File: config.mk
export PLATFORM = sky130hd
export DESIGN_NAME = scmp_useq
export DESIGN_NICKNAME = d
export VERILOG_FILES = /design/src/rtl/scmp_useq.sv
export SDC_FILE = /design/constraint.sdc
export NUM_CORES = 1
export LEC_CHECK = 0
export ABC_AREA = 0
export BUFFER_PORTS_ARGS = -buffer_cell sky130_fd_sc_hd__buf_2
export CAP_MARGIN = 25
export CORE_ASPECT_RATIO = 1.25
export CORE_MARGIN = 2
export CORE_UTILIZATION = 45
export CTS_BUF_LIST = sky130_fd_sc_hd__clkbuf_4
export DETAILED_ROUTE_END_ITERATION = 8
export PLACE_DENSITY = 0.77
export SYNTH_ARGS = -nofsm -noshare
export SYNTH_HDL_FRONTEND = slang
export SYNTH_SLANG_ARGS = --single-unit
export TNS_END_PERCENT = 20
File: constraint.sdc
create_clock -name clk -period 3.63 [get_ports clk]
set_input_delay 0.5445 -clock clk [delete_from_list [all_inputs] [get_ports clk]]
set_output_delay 0.5445 -clock clk [all_outputs]
set_load 0.05 [all_outputs]
File: src/rtl/scmp_useq.sv
// scmp_useq: microcode sequencer that drives the PLA address mc_pc.
// mc_pc can come from decode targets, interrupt entry, a return-stack pop,
// conditional fall-through or a relative next offset. It also has a bus-wait
// stall and sticky stack-error flags.
module scmp_useq #(
   parameter int unsigned         PC_W        = 8,
   parameter int unsigned         NEXT_W      = 8,
   parameter int unsigned         COND_W      = 6,
   parameter int unsigned         STACK_D     = 4,
   parameter bit                  NEXT_SIGNED = 1'b0,
   parameter logic [PC_W-1:0]     IRQ_VEC     = 8'hF0
) (
   input  logic                          clk,
   input  logic                          rst_n,
   input  logic                          stall,
   input  logic                          ctl_decode,
   input  logic                          ctl_ret,
   input  logic                          ctl_call,
   input  logic [NEXT_W-1:0]             nextpc,
   input  logic [COND_W-1:0]             cond_in,
   input  logic [COND_W-1:0]             cond_mask,
   input  logic [COND_W-1:0]             cond_xor,
   input  logic [PC_W-1:0]               op_pc,
   input  logic                          irq_req,
   input  logic                          irq_en,
   output logic [PC_W-1:0]               mc_pc,
   output logic                          irq_ack,
   output logic [$clog2(STACK_D+1)-1:0]  sp,
   output logic                          err_ovf,
   output logic                          err_unf
);

   localparam int unsigned SP_W = $clog2(STACK_D + 1);

   // Entry 0 is always the top of stack. Push and pop shift the whole array,
   // so no occupancy-based indexing is needed.
   logic [PC_W-1:0] stk [STACK_D];

   logic            cond;
   logic            irq_take;
   logic            empty;
   logic            full;
   logic            st_push;
   logic            st_pop;
   logic            st_repl;
   logic            set_ovf;
   logic            set_unf;
   logic [PC_W-1:0] pc_inc;
   logic [PC_W-1:0] next_ext;
   logic [PC_W-1:0] pc_nxt;

   // Condition evaluation, stack-operation classification and next-PC choice
   always_comb begin
      cond     = |((cond_in ^ cond_xor) & cond_mask);
      pc_inc   = mc_pc + PC_W'(1);
      irq_take = ctl_decode & irq_req & irq_en;
      empty    = (sp == '0);
      full     = (sp == SP_W'(STACK_D));

      // call+ret on an empty stack behaves as a plain push.
      st_push  = ctl_call & (ctl_ret ? empty : ~full);
      st_pop   = ctl_ret & ~ctl_call & ~empty;
      st_repl  = ctl_ret & ctl_call & ~empty;
      set_ovf  = ctl_call & ~ctl_ret & full;
      set_unf  = ctl_ret & empty;

      if (NEXT_SIGNED)
         next_ext = PC_W'($signed(nextpc));
      else
         next_ext = PC_W'(nextpc);

      pc_nxt = '0;
      if (ctl_decode)
         pc_nxt = irq_take ? IRQ_VEC : op_pc;
      else if (ctl_ret)
         pc_nxt = empty ? '0 : stk[0];
      else if (cond)
         pc_nxt = pc_inc;
      else if (nextpc == '0)
         pc_nxt = '0;
      else
         pc_nxt = mc_pc + next_ext;
   end

   // Control registers: PC, occupancy, interrupt ack and sticky error flags
   always_ff @(posedge clk) begin
      if (!rst_n) begin
         mc_pc   <= '0;
         sp      <= '0;
         irq_ack <= 1'b0;
         err_ovf <= 1'b0;
         err_unf <= 1'b0;
      end else if (stall) begin
         irq_ack <= 1'b0;
      end else begin
         mc_pc   <= pc_nxt;
         irq_ack <= irq_take;
         if (st_push)
            sp <= sp + SP_W'(1);
         else if (st_pop)
            sp <= sp - SP_W'(1);
         if (set_ovf)
            err_ovf <= 1'b1;
         if (set_unf)
            err_unf <= 1'b1;
      end
   end

   // Return-stack storage; contents are don't-care after reset
   always_ff @(posedge clk) begin
      if (rst_n && !stall) begin
         if (st_push) begin
            stk[0] <= pc_inc;
            for (int unsigned i = 1; i < STACK_D; i++)
               stk[i] <= stk[i-1];
         end else if (st_pop) begin
            for (int unsigned i = 0; i + 1 < STACK_D; i++)
               stk[i] <= stk[i+1];
         end else if (st_repl) begin
            stk[0] <= pc_inc;
         end
      end
   end

endmodule

==> results of run 1 <==
-- synth_stat cells, drive strengths merged --
library cell  instances  area [um^2]
a211oi                3         27.5
xnor2                10         87.6
and4b                 1         10.0
nand2b                1         6.26
a221o                 5         53.8
nand2                12         45.0
nor2                 13         48.8
dfxtp                14          280
and2                  3         18.8
and3b                 1         8.76
o21bai                2         15.0
o211ai                1         7.51
clkbuf                4         15.0
mux2i                 1         10.0
edfxtp               32          961
a21boi                2         15.0
o21ai                11         55.1
o21a                  1         7.51
and3                  3         18.8
xor2                 13          114
o31ai                 3         22.5
nor3b                 1         7.51
nand3                 6         30.0
nor2b                 6         37.5
nor4b                 1         8.76
a21oi                18         90.1
inv                   2         7.51
a31oi                 3         18.8
o21ba                 1         10.0
a22oi                 4         30.0
buf                   5         32.5
a21o                  5         40.0
fa                    2         40.0
o311a                 1         10.0
ha                    8          100
nor4                  2         12.5
mux2                 19          214
a221oi                4         35.0
nor3                  3         20.0
-- logic make-up (layout without fill, tap and decap cells) --
group	count (synthesis)	after routing	synth area share
buffers and inverters	11	68	0.0214
AO/OA/AOI/OAI	64	64	0.170
XOR/XNOR	23	23	0.0783
AND/OR/NAND/NOR	53	53	0.106
adder cells (fa/ha/maj)	10	10	0.0545
flip-flops	46	46	0.482
multiplexers	20	20	0.0871
-- sequential cells by signal (all words and copies together), names as in the netlist --
signal,flops
err_ovf,1
err_unf,1
irq_ack,1
mc_pc,8
sp,3
stk,32
-- worst max-delay path: stages (launching register included) --
cell     delay, ns
dfxtp_1       0.54
nor3_2        0.12
nor2b_1       0.56
nand2_1       0.10
buf_4         0.27
o21ai_1       0.11
buf_4         0.25
-- power groups by stage --
stage          clock network (mW)  registers (mW)  logic, mW
6_report                    0.261           0.703      0.444
3_5_place_dp                    0           0.716      0.441
4_1_cts                     0.266           0.704      0.445
5_1_grt                     0.285           0.713      0.484
2_1_floorplan                   0           0.780      0.260
3_3_place_gp                    0           0.714      0.434
-- layer usage --
metal / global-route usage / wire [um]
met4: 0.0652 / 90
met3: 0.0364 / 216
met2: 0.333 / 2940
met5: 0 / 0
met1: 0.233 / 2470
-- cell usage in the layout (no fill, tap or decap), types with 2 or more instances in the layout --
cell and n:
xnor2_1 10, nor2_1 13, dfxtp_1 14, nor4_1 2, a21oi_1 18, mux2_2 19, buf_4 3, clkinvlp_4 2
edfxtp_1 32, ha_1 8, nand3_1 6, clkbuf_4 5, a21boi_0 2, xor2_1 13, a31oi_1 3, o31ai_1 3
nor2b_1 6, fa_1 2, o21bai_1 2, and3_1 3, a22oi_1 4, a21o_1 3, buf_2 55, o21ai_0 10
nand2_1 12, inv_1 2, nor3_1 2, a221o_1 2, a21o_2 2, a211oi_1 2, a221o_2 3, and2_1 3
a221oi_1 4
-- final timing paths --
check | start | to | slack [ns] | cells past startpoint
setup reg to reg | sp[0] | stk[1][5] | 1.37 | 6
hold reg to reg | stk[2][4] | stk[3][4] | 0.47 | 0
hold / removal | irq_req | irq_ack | 0.43 | 3
setup / recovery | sp[0] | stk[1][5] | 1.37 | 6
-- layout make-up --
| class | count | area (um^2) |
|---|---|---|
| clock buffer | 5 | 37.5 |
| clock inverter | 3 | 23.8 |
| fill | 500 | 2520 |
| inverter | 2 | 7.51 |
| multi-input combinational | 170 | 1280 |
| sequential | 46 | 1240 |
| tap | 64 | 80.1 |
| timing repair buffer | 58 | 298 |
-- through the flow --
step | cells | hold WS [ns]
after floorplan | 227 | 0.422
after global placement | 340 | 0.434
after detailed placement | 340 | 0.440
after CTS | 348 | 0.417
after global routing | 348 | 0.417
final | 348 | 0.431
==> flow_summary.json, run 1 <==
{
  "end_kind": "register",
  "clock_skew_ns": 0.0166,
  "clockBufferDepth": 2,
  "setup_violations": 0,
  "netSwitchingFraction": 0.365,
  "dieArea_um2": 6340,
  "power_mw": 1.41,
  "clock-sinks": 46,
  "route.detailed.drc": 0,
  "power.internal_mw": 0.894,
  "ys_seq_area_frac": 0.482,
  "area_growth_pct": 15.2,
  "p_sw_mw": 0.514,
  "fin_area_um2": 2960,
  "syn_nets": 279,
  "cts_post_setup_buffers_inserted": 0,
  "combinationalPowerShare": 0.315,
  "clockPowerShare": 0.185,
  "placement.io_buffers": 55,
  "max_freq_mhz": 443,
  "grt_pass1_wl_mm": 9.18,
  "pre_cts_ws_ns": 1.29,
  "drv_cap": 0,
  "slew_headroom": 0.445,
  "placed_cell_area_um2": 2900,
  "fin_ws_ns": 1.37,
  "first_iter_violations": 120,
  "antenna_cells": 0,
  "drive_gt1_frac": 0.327,
  "final_util": 0.541,
  "worstSkewPairLatency_ns": 0.37,
  "critPathMaxFanout": 30,
  "vias": 1970,
  "fin_crit_sh": 0.621,
  "io_pins": 56,
  "rsz0062_at_grt": "false",
  "holdBufCountCts": 0,
  "hold_path_class": "in -> reg",
  "status": "complete, no violations",
  "synthCells": 227,
  "required_ns": 3.70,
  "cts-htree-levels": 2,
  "core_um2": 5480,
  "overflow": 0,
  "die_x_um": 71.6,
  "grt_antenna_before_repair": 0,
  "irDropWorstVdd_v": 0.000350,
  "powerDensity_nw_per_um2": 475,
  "floorplan.initialDensity": 0.469,
  "setup-tns-final_ns": 0,
  "hpwl_mm": 4.28,
  "worst_slew_pin_slew_ns": 0.830,
  "path_class": "reg -> reg",
  "cts_tree": "yes",
  "finalHoldViolations": 0,
  "grt_usage": 0.190,
  "avgSynthCellArea_um2": 11.3,
  "wl_mm": 5.71,
  "synth-seq-cells": 46,
  "rows": 30,
  "path_clk_slew_ns": 0.14,
  "cts_resized": 0,
  "grt_pass1_vias": 1911,
  "netlist_area_um2": 2570,
  "critPathArrivalTime_ns": 2.32,
  "grt_max_degree": 31,
  "synthDistinctLibCells": 46,
  "cts_buffers": 5,
  "nNetsFinal": 335,
  "cts-root-buf": "clkbuf_4",
  "crit_path_start_kind": "register",
  "period_needed_ns": 2.26,
  "place_congestion": 0.848,
  "cellLeakagePower_nw": 1.20,
  "p_seq_frac": 0.499,
  "die_h_um": 88.5,
  "firstDrtPassIters": 4,
  "routed_via_density": 5.66,
  "synth_warnings": 0,
  "ant_nets": 0,
  "wl_per_cell_um": 16.4,
  "maxSlewViolCount": 0
}
Power figures use the tool's default switching activity.
==> run 2, diff against run 1 <==
Settings changed: PLACE_DENSITY 0.77 to 0.8.
Clock period 3.63 ns to 2 ns, I/O delays scaled along.
==> run 2 against run 1 <==
Register-to-register slack got worse by 1.3 ns. Routed wire length rose by 3.7%. Die area did not move. Critical path depth rose by 2.
==> flow_summary.json, run 2 (synthesized netlist as in run 1, its figures left out) <==
{
  "crit_path_start_kind": "register",
  "min_to": "irq_ack",
  "path_class": "reg -> reg",
  "path_clk_slew_ns": 0.16,
  "cts_post_setup_buffers_inserted": 0,
  "core_um2": 5480,
  "grt_pass1_wl_mm": 10.2,
  "route.detailed.drc": 0,
  "wl_mm": 5.93,
  "crit_chain": "ha_1, fa_2, a211oi_1, o21bai_1, a21oi_1, xnor2_1, a21oi_1, o21ai_0",
  "largest_register": "stk",
  "hold_start": "irq_req",
  "placement.io_buffers": 55,
  "clock-sinks": 46,
  "power_mw": 2.66,
  "routed_via_density": 5.82,
  "mostFrequentLayoutCells": "buf_2, edfxtp_1, mux2_2",
  "r2r_cells": 8,
  "grt_max_degree": 31,
  "antenna_cells": 0,
  "hpwl_mm": 4.51,
  "final_common_cell": "buf_2",
  "overflow": 0,
  "power.internal_mw": 1.69,
  "cts_buffers": 5,
  "p_seq_frac": 0.479,
  "die_x_um": 71.6,
  "area_growth_pct": 19.5,
  "finalHoldViolations": 0,
  "drive_gt1_frac": 0.381,
  "status": "complete, no violations",
  "rows": 30,
  "clockPowerShare": 0.181,
  "hold_path_class": "in -> reg",
  "maxSlewViolCount": 0,
  "powerDensity_nw_per_um2": 864,
  "firstDrtPassIters": 4,
  "place_congestion": 0.802,
  "period_needed_ns": 1.90,
  "worst_slew_pin_slew_ns": 0.802,
  "r2r_slack_ns": 0.10,
  "final_util": 0.561,
  "hold_depth": 3,
  "clock_skew_ns": 0.0260,
  "grt_usage": 0.206,
  "critPathMaxStageDelay_ns": 0.37,
  "crit_top_cell": "a21oi_1",
  "slew_headroom": 0.463,
  "cts-root-buf": "clkbuf_4",
  "p_sw_mw": 0.963,
  "critPathMaxFanout": 3,
  "top_regs": "stk: 32 flops, mc_pc: 8 flops, sp: 3 flops",
  "pre_cts_ws_ns": -0.0705,
  "setup_violations": 0,
  "ant_nets": 0,
  "cp_slowest_cell": "fa_2",
  "max_freq_mhz": 527,
  "end_kind": "register",
  "r2r_end": "mc_pc[6]",
  "io_pins": 56,
  "cts-htree-levels": 2,
  "netSwitchingFraction": 0.362,
  "cts_tree": "yes",
  "dieArea_um2": 6340,
  "fin_ws_ns": 0.101,
  "floorplan.initialDensity": 0.469,
  "irDropWorstVdd_v": 0.000611,
  "drv_cap": 0,
  "fin_crit_sh": 0.950,
  "critPathArrivalTime_ns": 2.20,
  "first_iter_violations": 135,
  "nNetsFinal": 345,
  "die_h_um": 88.5,
  "combinationalPowerShare": 0.341,
  "regToRegStartpoint": "mc_pc[0]",
  "cellLeakagePower_nw": 1.27,
  "grt_antenna_before_repair": 0,
  "vias": 2083,
  "rsz0062_at_grt": "false",
  "clockBufferDepth": 2,
  "largest_reg_flops": 32,
  "crit_start": "mc_pc[0]",
  "wl_per_cell_um": 16.6,
  "grt_pass1_vias": 2139,
  "required_ns": 2.30,
  "worstSkewPairLatency_ns": 0.37
}
run 2: timing repair:
action / in CTS / in global routing
endpoints found under the hold margin: 0 / 0
hold buffers: 0 / 0
gates resized for setup: 0 / 4
endpoints found under the setup margin: 0 / 27
run 2: routing by layer:
layer,up-vias,global-route usage,share of wire
met5,-,0,0
met4,0,0.0772,0.017
met3,8,0.0399,0.043
met2,68,0.362,0.52
met1,1016,0.252,0.42
li1,991,-,-
run 2: worst max-delay path: cells and delay by family, from the launching register on:
family,cells,cell delay [ns]
flops,1,0.35
compound gates,5,0.76
xor+xnor,1,0.14
fa+ha+maj,2,0.58
run 2: how the worst max path moves through the flow:
stage,to,slack (ns),depth (start not counted)
2_1_floorplan,mc_pc[6],-0.11,8
3_3_place_gp,mc_pc[6],0.06,9
3_5_place_dp,mc_pc[6],-0.07,9
4_1_cts,mc_pc[6],0.04,8
5_1_grt,mc_pc[7],0.004,8
6_report,mc_pc[6],0.10,8
run 2: cell type report:
type	count	area, um^2
Fill cell	494	2410
Multi-Input combinational cell	170	1290
Sequential cell	46	1250
Timing Repair Buffer	68	385
Tap cell	64	80.1
Clock buffer	5	37.5
Clock inverter	3	25.0
Inverter	2	7.51
run 2: power by group through the flow:
stage                     registers, mW  clock network, mW  logic, mW
final                              1.27              0.480      0.905
after global routing               1.29              0.530      0.985
after CTS                          1.27              0.489      0.896
after detailed placement           1.29                  0      0.888
after global placement             1.29                  0      0.871
after floorplan                    1.42                  0      0.479
run 2: stage by stage:
stage / area, um^2 / cells / hold WS [ns] / TNS [ns]
floorplan: 2580 / 227 / 0.422 / -0.224
global placement: 3000 / 350 / 0.426 / 0
detailed placement: 3000 / 350 / 0.443 / -0.0705
CTS: 3070 / 358 / 0.180 / 0
global route: 3070 / 358 / 0.174 / 0
finish: 3070 / 358 / 0.193 / 0
==> run 3, diff against run 2 <==
==> constraint.sdc (replaced) <==
create_clock -name clk -period 2 [get_ports clk]
set_input_delay 0.5 -clock clk [delete_from_list [all_inputs] [get_ports clk]]
set_output_delay 0.5 -clock clk [all_outputs]
set_load 0.05 [all_outputs]
==> run 3 against run 2 <==
Utilization is 1.2 points higher. Sequential power hardly changed. Global-route usage is 1.1 points lower. Largest cell class unchanged.
==> flow_summary.json, run 3 (synthesized netlist as in run 1, its figures left out) <==
{
  "status": "complete, no violations",
  "slew_headroom": 0.533,
  "route.detailed.drc": 0,
  "cp_slowest_cell": "fa_2",
  "fill_cells": 470,
  "final_util": 0.573,
  "path_clk_slew_ns": 0.15,
  "nNetsFinal": 353,
  "floorplan.initialDensity": 0.469,
  "power.internal_mw": 1.71,
  "powerDensity_nw_per_um2": 847,
  "io_pins": 56,
  "cts-htree-levels": 2,
  "rsz0062_at_grt": "false",
  "hold_path_class": "in -> reg",
  "cts_tree": "yes",
  "cts_buffers": 5,
  "max_freq_mhz": 540,
  "clockBufferDepth": 2,
  "dpl.cell_count": 358,
  "drv_cap": 0,
  "setup-tns-final_ns": 0,
  "setup_violations": 0,
  "maxSlewViolCount": 0,
  "path_class": "reg -> reg",
  "largest_reg_flops": 32,
  "crit_chain": "ha_1, fa_2, a211oi_1, o21bai_1, a21oi_1, xnor2_1, a21oi_1, o21ai_0",
  "finalHoldViolations": 0,
  "top_regs": "stk: 32 flops, mc_pc: 8 flops, sp: 3 flops",
  "firstDrtPassIters": 4,
  "cts_post_setup_buffers_inserted": 0,
  "required_ns": 2.32,
  "cts-root-buf": "clkbuf_4",
  "clockPowerShare": 0.178,
  "grt_max_degree": 31,
  "dieArea_um2": 6340,
  "worst_slew_pin_slew_ns": 0.697,
  "p_seq_frac": 0.478,
  "critPathMaxStageDelay_ns": 0.37,
  "crit_path_start_kind": "register",
  "period_needed_ns": 1.85,
  "place_congestion": 0.903,
  "netSwitchingFraction": 0.358,
  "area_growth_pct": 22.1,
  "core_um2": 5480,
  "placement.io_buffers": 55,
  "stdcell_count": 366,
  "holdBufCountCts": 0,
  "fin_area_um2": 3140,
  "ant_nets": 0,
  "antenna_cells": 0,
  "grt_pass1_vias": 2033,
  "first_iter_violations": 81,
  "end_kind": "register",
  "p_sw_mw": 0.953,
  "largest_register": "stk",
  "placed_cell_area_um2": 3080,
  "clock-sinks": 46,
  "fin_ws_ns": 0.149,
  "mostFrequentLayoutCells": "buf_2, edfxtp_1, mux2_2, buf_4, a21oi_1",
  "final_common_cell": "buf_2",
  "hpwl_mm": 4.42,
  "wl_mm": 5.84,
  "die_h_um": 88.5,
  "routed_via_density": 5.69,
  "grt_pass1_wl_mm": 9.43,
  "die_x_um": 71.6,
  "critPathArrivalTime_ns": 2.17,
  "worstSkewPairLatency_ns": 0.38,
  "combinationalPowerShare": 0.343,
  "rows": 30,
  "power_mw": 2.66,
  "cellLeakagePower_nw": 1.31,
  "pre_cts_ws_ns": -0.209,
  "grt_antenna_before_repair": 0,
  "critPathMaxFanout": 3,
  "clock_skew_ns": 0.0129,
  "overflow": 0,
  "wl_per_cell_um": 16.0,
  "crit_top_cell": "a21oi_1",
  "drive_gt1_frac": 0.391,
  "grt_usage": 0.196,
  "hold_ws_ns": 0.358,
  "fin_crit_sh": 0.925,
  "vias": 2081,
  "irDropWorstVdd_v": 0.000752
}
[run 3: cell type report]
type	instances	area, um^2	share of cell area
tap	64	80.1	0.0255
sequential	46	1250	0.397
inverter	2	7.51	0.00239
multi-input combinational	170	1290	0.410
clock buffer	5	37.5	0.0119
clock inverter	3	25.0	0.00796
timing repair buffer	76	458	0.146
[run 3: final timing paths]
path / slack [ns] / cells after the start / to / start
worst max-delay path: 0.15 / 8 / mc_pc[6] / mc_pc[0]
worst min-delay path: 0.36 / 3 / irq_ack / irq_req
worst max register to register: 0.15 / 8 / mc_pc[6] / mc_pc[0]
worst min register to register: 0.46 / 0 / stk[3][0] / stk[2][0]
[run 3: repair_timing]
action | in CTS | in global routing
hold endpoints to repair | 0 | 0
endpoints found under the setup margin | 0 | 1
resized for setup | 0 | 1
[run 3: power groups by stage]
stage | logic (mW) | clock network (mW) | registers [mW]
after floorplan | 0.481 | 0 | 1.42
after global placement | 0.891 | 0 | 1.29
after detailed placement | 0.906 | 0 | 1.29
after CTS | 0.910 | 0.491 | 1.27
after global routing | 0.997 | 0.519 | 1.29
final | 0.913 | 0.475 | 1.27
[run 3: critical path: cells and delay by family (launching register included)]
kind | cells | cell delay, ns
DFF | 1 | 0.35
xor gates and xnor gates | 1 | 0.13
adders and majority gates | 2 | 0.57
AOI/OAI and AO/OA | 5 | 0.72
[run 3: layer usage]
metal,part of all wire,GRT usage
met1,0.44,0.240
met2,0.48,0.323
met3,0.048,0.0467
met4,0.032,0.0978
met5,0,0
